[src/rtl/ecc_pkg.sv]
// ecc_pkg: shared SEC Hamming(38,32) constants, position map and parity coverage masks.
package ecc_pkg;
    localparam int DATA_W = 32;
    localparam int CODE_W = 38;
    localparam int SYN_W = 6;

    typedef logic [DATA_W-1:0] data_t;
    typedef logic [CODE_W-1:0] code_t;
    typedef logic [SYN_W-1:0] syn_t;
    typedef logic [DATA_W-1:0][5:0] pos_map_t;
    typedef logic [SYN_W-1:0][CODE_W-1:0] cov_t;

    function automatic pos_map_t build_pos();
        pos_map_t m;
        int n;
        m = '0;
        n = 0;
        for (int p = 1; p <= CODE_W; p++)
            if ((p & (p - 1)) != 0) begin
                m[n] = 6'(p);
                n++;
            end
        return m;
    endfunction

    // Data-only coverage; P2 deliberately leaves out D0 (position 3) to match the encoder.
    function automatic cov_t build_cov();
        cov_t c;
        c = '0;
        for (int k = 0; k < SYN_W; k++)
            for (int p = 1; p <= CODE_W; p++)
                if ((p & (p - 1)) != 0 && ((p >> k) & 1) == 1 && !(k == 1 && p == 3))
                    c[k][p-1] = 1'b1;
        return c;
    endfunction

    localparam pos_map_t DATA_POS = build_pos();
    localparam cov_t COV_MASK = build_cov();

    function automatic data_t extract_data(input code_t c);
        data_t d;
        for (int i = 0; i < DATA_W; i++) d[i] = c[DATA_POS[i] - 6'd1];
        return d;
    endfunction
endpackage

[src/rtl/ecc_syndrome.sv]
// ecc_syndrome: combinational syndrome {S32..S1} of a received codeword.
module ecc_syndrome
    import ecc_pkg::*;
(
    input  logic [CODE_W-1:0] code,
    output logic [SYN_W-1:0]  syn
);
    for (genvar k = 0; k < SYN_W; k++) begin : g_s
        assign syn[k] = code[(1 << k) - 1] ^ (^(code & COV_MASK[k]));
    end
endmodule

[src/rtl/ecc_decoder.sv]
// ecc_decoder: two-stage pipelined SEC decoder with ready/valid flow control and
// saturating corrected/uncorrectable event counters.
module ecc_decoder
    import ecc_pkg::*;
#(
    parameter int CNT_W = 16
) (
    input  logic              clk,
    input  logic              rst,
    input  logic              in_valid,
    output logic              in_ready,
    input  logic [CODE_W-1:0] data_in,
    output logic              out_valid,
    input  logic              out_ready,
    output logic [DATA_W-1:0] data_out,
    output logic [SYN_W-1:0]  syndrome_out,
    output logic              err_corrected,
    output logic              err_uncorr,
    input  logic              cnt_clear,
    output logic [CNT_W-1:0]  corr_count,
    output logic [CNT_W-1:0]  uncorr_count
);
    logic              s1_valid;
    logic [CODE_W-1:0] s1_code;
    logic [SYN_W-1:0]  s1_syn;
    logic [SYN_W-1:0]  syn;
    logic              ld1;
    logic              ld2;
    logic              fixable;
    logic [CODE_W-1:0] fixed;
    logic              hs;

    ecc_syndrome u_syn (
        .code(data_in),
        .syn (syn)
    );

    assign ld2 = !out_valid || out_ready;
    assign ld1 = !s1_valid || ld2;
    assign in_ready = ld1;
    assign hs = out_valid && out_ready;

    // Flipping bit s-1 for a power-of-two syndrome only touches a parity bit, so data is unchanged.
    always_comb begin
        fixable = (s1_syn != '0) && (s1_syn <= 6'd38);
        fixed = s1_code ^ (fixable ? (CODE_W'(1) << (s1_syn - 6'd1)) : '0);
    end

    always_ff @(posedge clk) begin
        if (rst) begin
            s1_valid <= 1'b0;
            s1_code <= '0;
            s1_syn <= '0;
        end else if (ld1) begin
            s1_valid <= in_valid;
            if (in_valid) begin
                s1_code <= data_in;
                s1_syn <= syn;
            end
        end
    end

    always_ff @(posedge clk) begin
        if (rst) begin
            out_valid <= 1'b0;
            data_out <= '0;
            syndrome_out <= '0;
            err_corrected <= 1'b0;
            err_uncorr <= 1'b0;
        end else if (ld2) begin
            out_valid <= s1_valid;
            if (s1_valid) begin
                data_out <= extract_data(fixed);
                syndrome_out <= s1_syn;
                err_corrected <= fixable;
                err_uncorr <= s1_syn > 6'd38;
            end
        end
    end

    always_ff @(posedge clk) begin
        if (rst || cnt_clear) begin
            corr_count <= '0;
            uncorr_count <= '0;
        end else if (hs) begin
            if (err_corrected && !(&corr_count)) corr_count <= corr_count + CNT_W'(1);
            if (err_uncorr && !(&uncorr_count)) uncorr_count <= uncorr_count + CNT_W'(1);
        end
    end
endmodule

[config.mk]
export PLATFORM = sky130hd
export DESIGN_NAME = ecc_decoder
export DESIGN_NICKNAME = d
export VERILOG_FILES = /design/src/rtl/ecc_pkg.sv /design/src/rtl/ecc_syndrome.sv /design/src/rtl/ecc_decoder.sv
export SDC_FILE = /design/constraint.sdc
export NUM_CORES = 1
export LEC_CHECK = 0
export CELL_PAD_IN_SITES_DETAIL_PLACEMENT = 0
export CELL_PAD_IN_SITES_GLOBAL_PLACEMENT = 1
export CORE_ASPECT_RATIO = 0.8
export CORE_MARGIN = 2
export CORE_UTILIZATION = 38
export DETAILED_ROUTE_END_ITERATION = 12
export PLACE_DENSITY = 0.8
export SLEW_MARGIN = 20
export SYNTH_ARGS = -nofsm -noshare
export SYNTH_HDL_FRONTEND = slang
export SYNTH_SLANG_ARGS = --single-unit
[constraint.sdc]
create_clock -name clk -period 2.4 [get_ports clk]
set_clock_uncertainty 0.15 [all_clocks]
set_input_delay 0.48 -clock clk [delete_from_list [all_inputs] [get_ports clk]]
set_output_delay 0.48 -clock clk [all_outputs]
set_load 0.05 [all_outputs]
; ---- Word-level counts from Yosys, hierarchy flattened
; Cells that the tools add are included.
[totals]
regBits = 118
inputBits = 43
out_inout_bits = 74
elab_cells = 48
[classes]
add_sub_neg = 3
order_cmp = 2
shift = 1
n_mux = 1
bitwise_logic = 7
n_reduce_logical = 24
[ops]
columns = operator, count
row1 = $reduce_xor 38->1, 6
row2 = $mux 38, 1
row3 = $shl 1x6->38 const A, 1
row4 = $xor 38x38->38, 1
row5 = $add 16x1->16 const B, 2
row6 = $reduce_and 16->1, 2
row7 = $reduce_and 2->1, 4
row8 = $gt 6x6->1 const B, 1
row9 = $le 6x6->1 const B, 1
row10 = $reduce_bool 6->1, 1
row11 = $sub 6x1->6 const B, 1
row12 = $xor 1x1->1, 6
row13 = $logic_and 1x1->1, 4
row14 = $logic_not 1->1, 4
row15 = $logic_or 1x1->1, 3

; ---- Depth between registers and ports, before layout
[depth]
depth_word = 4
ltp_mapped = 7
ltp_nobuf = 6

; ---- Modules after synthesis
; Synthesis repeated with hierarchy kept, for this count alone.
[hier_totals]
hier_cells = 669
hier_area_um2 = 5559.1
[by_module_without_submodules]
columns = mod, instances, cells_per_inst, area_per_inst_um2, seq_area_each_um2
row1 = ecc_decoder, 1, 609, 4978.5, 2242.2
row2 = ecc_syndrome, 1, 60, 580.6, 0.0

; ---- Worst setup path after synthesis
; OpenSTA, ideal clock, no wires.
[synth_path]
path_type = register to register
startpoint = register out_valid
endpoint = register s1_code[10]
setup_time_ps = 70
arrival_time_ps = 2149
required_ps = 2180
setup_slack_ps = 31
stages_incl_launch_ff = 6
path_buffers = 1
period_less_slack_ps = 2369
cell_sequence = dfxtp_1 > nand3b_1 > nand2_1 > clkbuf_1 > nand2_1 > a21oi_1
[synth_via]
elab_chain_len = 4
[synth_rtl]
columns = item, line_no
row1 = start: declaration, ecc_decoder.sv:13  ; output logic out_valid,
row2 = start signal: assignment, ecc_decoder.sv:71  ; out_valid <= s1_valid;
row3 = $logic_not 1->1, ecc_decoder.sv:38  ; assign ld2 = !out_valid || out_ready;
row4 = $logic_or 1x1->1, ecc_decoder.sv:38
row5 = $logic_or 1x1->1, ecc_decoder.sv:39  ; assign ld1 = !s1_valid || ld2;
row6 = net in_ready, ecc_decoder.sv:11  ; output logic in_ready,
row7 = $reduce_and 2->1 (no source line), n/a
row8 = end signal: assignment, ecc_decoder.sv:57  ; s1_code <= data_in;
row9 = end: declaration, ecc_decoder.sv:24  ; logic [CODE_W-1:0] s1_code;
; The timed path passes the listed nets, and every way through them passes these cells.
; A chain may end at the register's enable or synchronous reset.

; ---- Worst setup path in the final report
[layout_path]
startpoint = register uncorr_count[0]
endpoint = output uncorr_count[0]
[layout_lines]
columns = item, line_no
row1 = start: declaration, ecc_decoder.sv:21  ; output logic [CNT_W-1:0] uncorr_count
row2 = start signal: assignment, ecc_decoder.sv:87  ; if (err_uncorr && !(&uncorr_count)) uncorr_count <= uncorr_count + CNT_W'(1);
; No word-level cell between the ends.

==> flow_metrics.py <==
metrics = {
    "run_status": {
        "status": "finished clean",
    },
    "floorplan": {
        "row_count": 39,
        "die_x_um": 138,
        "num_io_pins": 117,
        "dieArea_um2": 15300,
        "die_height_um": 111,
        "core-area_um2": 14200,
        "start_util": 0.385,
    },
    "global_routing": {
        "grt_max_degree": 79,
        "gr-usage-all-layers": 0.204,
        "antenna_found_initial": 0,
        "grt_pass1_vias": 4667,
        "grt_pass1_wl_um": 24400,
        "gr-total-overflow": 0,
    },
    "setup_path": {
        "worstSetupPathType": "register to output pin",
        "path_buf_inv": 1,
        "arrival_ps": 1680,
        "startpoint_type": "register",
        "cpMaxStageDelayCell": "clkdlybuf4s50_1",
        "endpoint_kind": "output pin",
        "crit_family": "buffers and inverters",
        "crit_path_max_fanout": 6,
        "slowest_delay_ps": 860,
        "worstPathRequired_ps": 1770,
        "crit_chain": "clkdlybuf4s50_1",
    },
    "clock_tree": {
        "cts_buffer_depth": 2,
        "htreeDepth": 3,
        "cts_resized": 0,
        "cts_setup_buffers": 0,
        "insertion_delay_ps": 360,
        "cts_tree": "yes",
        "cts_sinks": 112,
        "cts.clk_slew.worst_paths_ps": 70,
        "ctsHoldBuffers": 0,
        "cts-root-buf": "clkbuf_16",
        "cts_buffers": 9,
    },
    "synthesis": {
        "synth_cell_type_count": 41,
        "synth_flop_cell": "dfxtp_1",
        "syn-num-nets": 692,
        "async_reset_ff_frac": 0,
        "syn_avg_cell_area_um2": 8.42,
        "yosysSeqAreaShare": 0.412,
        "synth_edf_count": 0,
        "netlist_area_um2": 5450,
        "ys_seq_elements": 112,
        "netlist_instances": 647,
        "ys_warn_count": 0,
    },
    "timing": {
        "finalHoldViolations": 0,
        "fmax_mhz": 434,
        "max-slew-margin-rel": 0.619,
        "rsz0062_at_grt": "false",
        "fin_crit_sh": 0.960,
        "period_needed_ps": 2310,
        "setup-violations-final": 0,
        "slew_violations": 0,
        "setup_slack_ps": 94.9,
        "worst_pin_slew_ps": 571,
    },
    "layout": {
        "layout-drive-gt1-share": 0.0821,
        "layout_commonest_cell": "clkdlybuf4s50_1",
        "num_antenna_cells": 0,
        "layout.nets": 820,
        "post-route-util": 0.517,
        "final_cell_mix": "114 x clkdlybuf4s50_1, 112 x dfxtp_1, 106 x nand2_1",
        "syn_to_final_growth_pct": 34.3,
        "nFillCells": 1340,
    },
    "hold_path": {
        "hp-class": "input port to register",
    },
    "detailed_routing": {
        "wirelength_um": 15200,
        "vias_per_cell": 5.13,
        "drt_iter0_drc": 314,
        "highest_layer": "met4",
        "wl_per_cell_um": 15.7,
        "drtPass1Iterations": 5,
        "vias": 4942,
        "ant_nets": 0,
        "wl_met1_um": 7480,
        "wl_met3_um": 748,
        "drc_errors": 0,
        "met2WireLength_um": 6810,
    },
    "job": {
        "max-cap-violations": 0,
    },
    "pwr": {
        "p_total_uw": 4710,
        "p_sw_frac": 0.313,
        "power.internal_uw": 3240,
        "p_per_area_nw_per_um2": 644,
        "clockPowerShare": 0.309,
        "p_comb_frac": 0.249,
        "peakVddDrop_mv": 0.417,
        "p_switching_uw": 1470,
        "p_leak_uw": 0.00252,
        "seqPwrFrac": 0.443,
    },
    "placed_design": {
        "dp_hpwl_um": 11300,
        "pre_cts_slack_ps": -252,
        "port-buffer-count": 116,
        "place.gp.congestion": 0.856,
    },
}
synth_stat cells, types with 2 or more instances:
cell | number | area share
a311oi_1 | 14 | 0.023
buf_2 | 3 | 0.0028
inv_1 | 6 | 0.0041
nand2_1 | 106 | 0.073
and2_1 | 5 | 0.0057
ha_1 | 2 | 0.0046
or2_2 | 2 | 0.0023
xnor2_1 | 65 | 0.10
and3_1 | 3 | 0.0034
xnor3_1 | 9 | 0.037
nor4b_1 | 2 | 0.0032
xor2_1 | 23 | 0.037
nand4b_1 | 4 | 0.0064
nand3_1 | 18 | 0.017
nand4_1 | 11 | 0.013
and4_1 | 6 | 0.0096
nand3b_1 | 3 | 0.0041
clkbuf_1 | 35 | 0.024
a211oi_1 | 27 | 0.037
nor2b_1 | 5 | 0.0057
a21oi_1 | 47 | 0.043
dfxtp_1 | 112 | 0.41
o21ai_0 | 16 | 0.015
or3_1 | 15 | 0.017
or4_1 | 2 | 0.0028
nor3b_1 | 3 | 0.0041
nor4_1 | 4 | 0.0046
nor3_1 | 12 | 0.011
nor2_1 | 75 | 0.052
power groups by stage:
stage | logic, uW | clock network, uW | registers [uW]
6_report | 1170 | 1450 | 2080
2_1_floorplan | 644 | 0 | 2220
5_1_grt | 1270 | 1560 | 2100
3_3_place_gp | 1150 | 0 | 2120
4_1_cts | 1170 | 1500 | 2080
3_5_place_dp | 1170 | 0 | 2130
final cells by class:
cell class,instances,area (um^2),share of cell area
timing repair buffer,156,1500,0.206
tap,184,230,0.0315
multi-input combinational,490,3030,0.415
clock buffer,10,239,0.0327
inverter,6,22.5,0.00308
sequential,112,2240,0.307
clock inverter,6,43.8,0.00599
layer usage:
metal  vias to the layer above  global-route usage
met2                       131               0.313
met5                         -                   0
met4                         0              0.0456
met1                      2317               0.291
met3                        13              0.0444
li1                       2481                   -
worst paths after layout:
check | to | slack, ps | cells past startpoint | startpoint
worst max register to register | data_out[22] | 370 | 5 | s1_syn[2]
worst max-delay path | uncorr_count[0] | 90 | 1 | uncorr_count[0]
worst min-delay path | s1_valid | 260 | 2 | rst
worst min register to register | syndrome_out[1] | 310 | 2 | syndrome_out[1]
sequential cells by signal, summed over array words and instances (netlist names):
register	cells
s1_syn	6
syndrome_out	6
corr_count	16
err_uncorr	1
s1_code	32
s1_valid	1
data_out	32
uncorr_count	16
out_valid	1
err_corrected	1
worst reg2reg max path: cells and delay by family, from the launching register on:
family	cells	cell delay (ps)
AND/OR/NAND/NOR	3	810
flip-flops	1	570
AO/OA/AOI/OAI	1	240
XOR/XNOR	1	180
through the flow:
| stage | cells | TNS, ps | area [um^2] | hold WS, ps |
|---|---|---|---|---|
| 2_1_floorplan | 647 | 0 | 5450 | 291 |
| 3_3_place_gp | 948 | -301 | 7030 | 301 |
| 3_5_place_dp | 948 | -473 | 7030 | 301 |
| 4_1_cts | 964 | 0 | 7310 | 264 |
| 5_1_grt | 964 | 0 | 7310 | 257 |
| 6_report | 964 | 0 | 7310 | 259 |
cell families after synthesis:
group	count (synthesis)	synth area share
AOI/OAI and AO/OA	107	0.122
xor gates and xnor gates	99	0.186
and+or+nand+nor	280	0.240
DFF	112	0.412
muxes	2	0.00391
adders and majority gates	2	0.00459
buffers and inverters	45	0.0317
(Power assumes the default switching activity.)
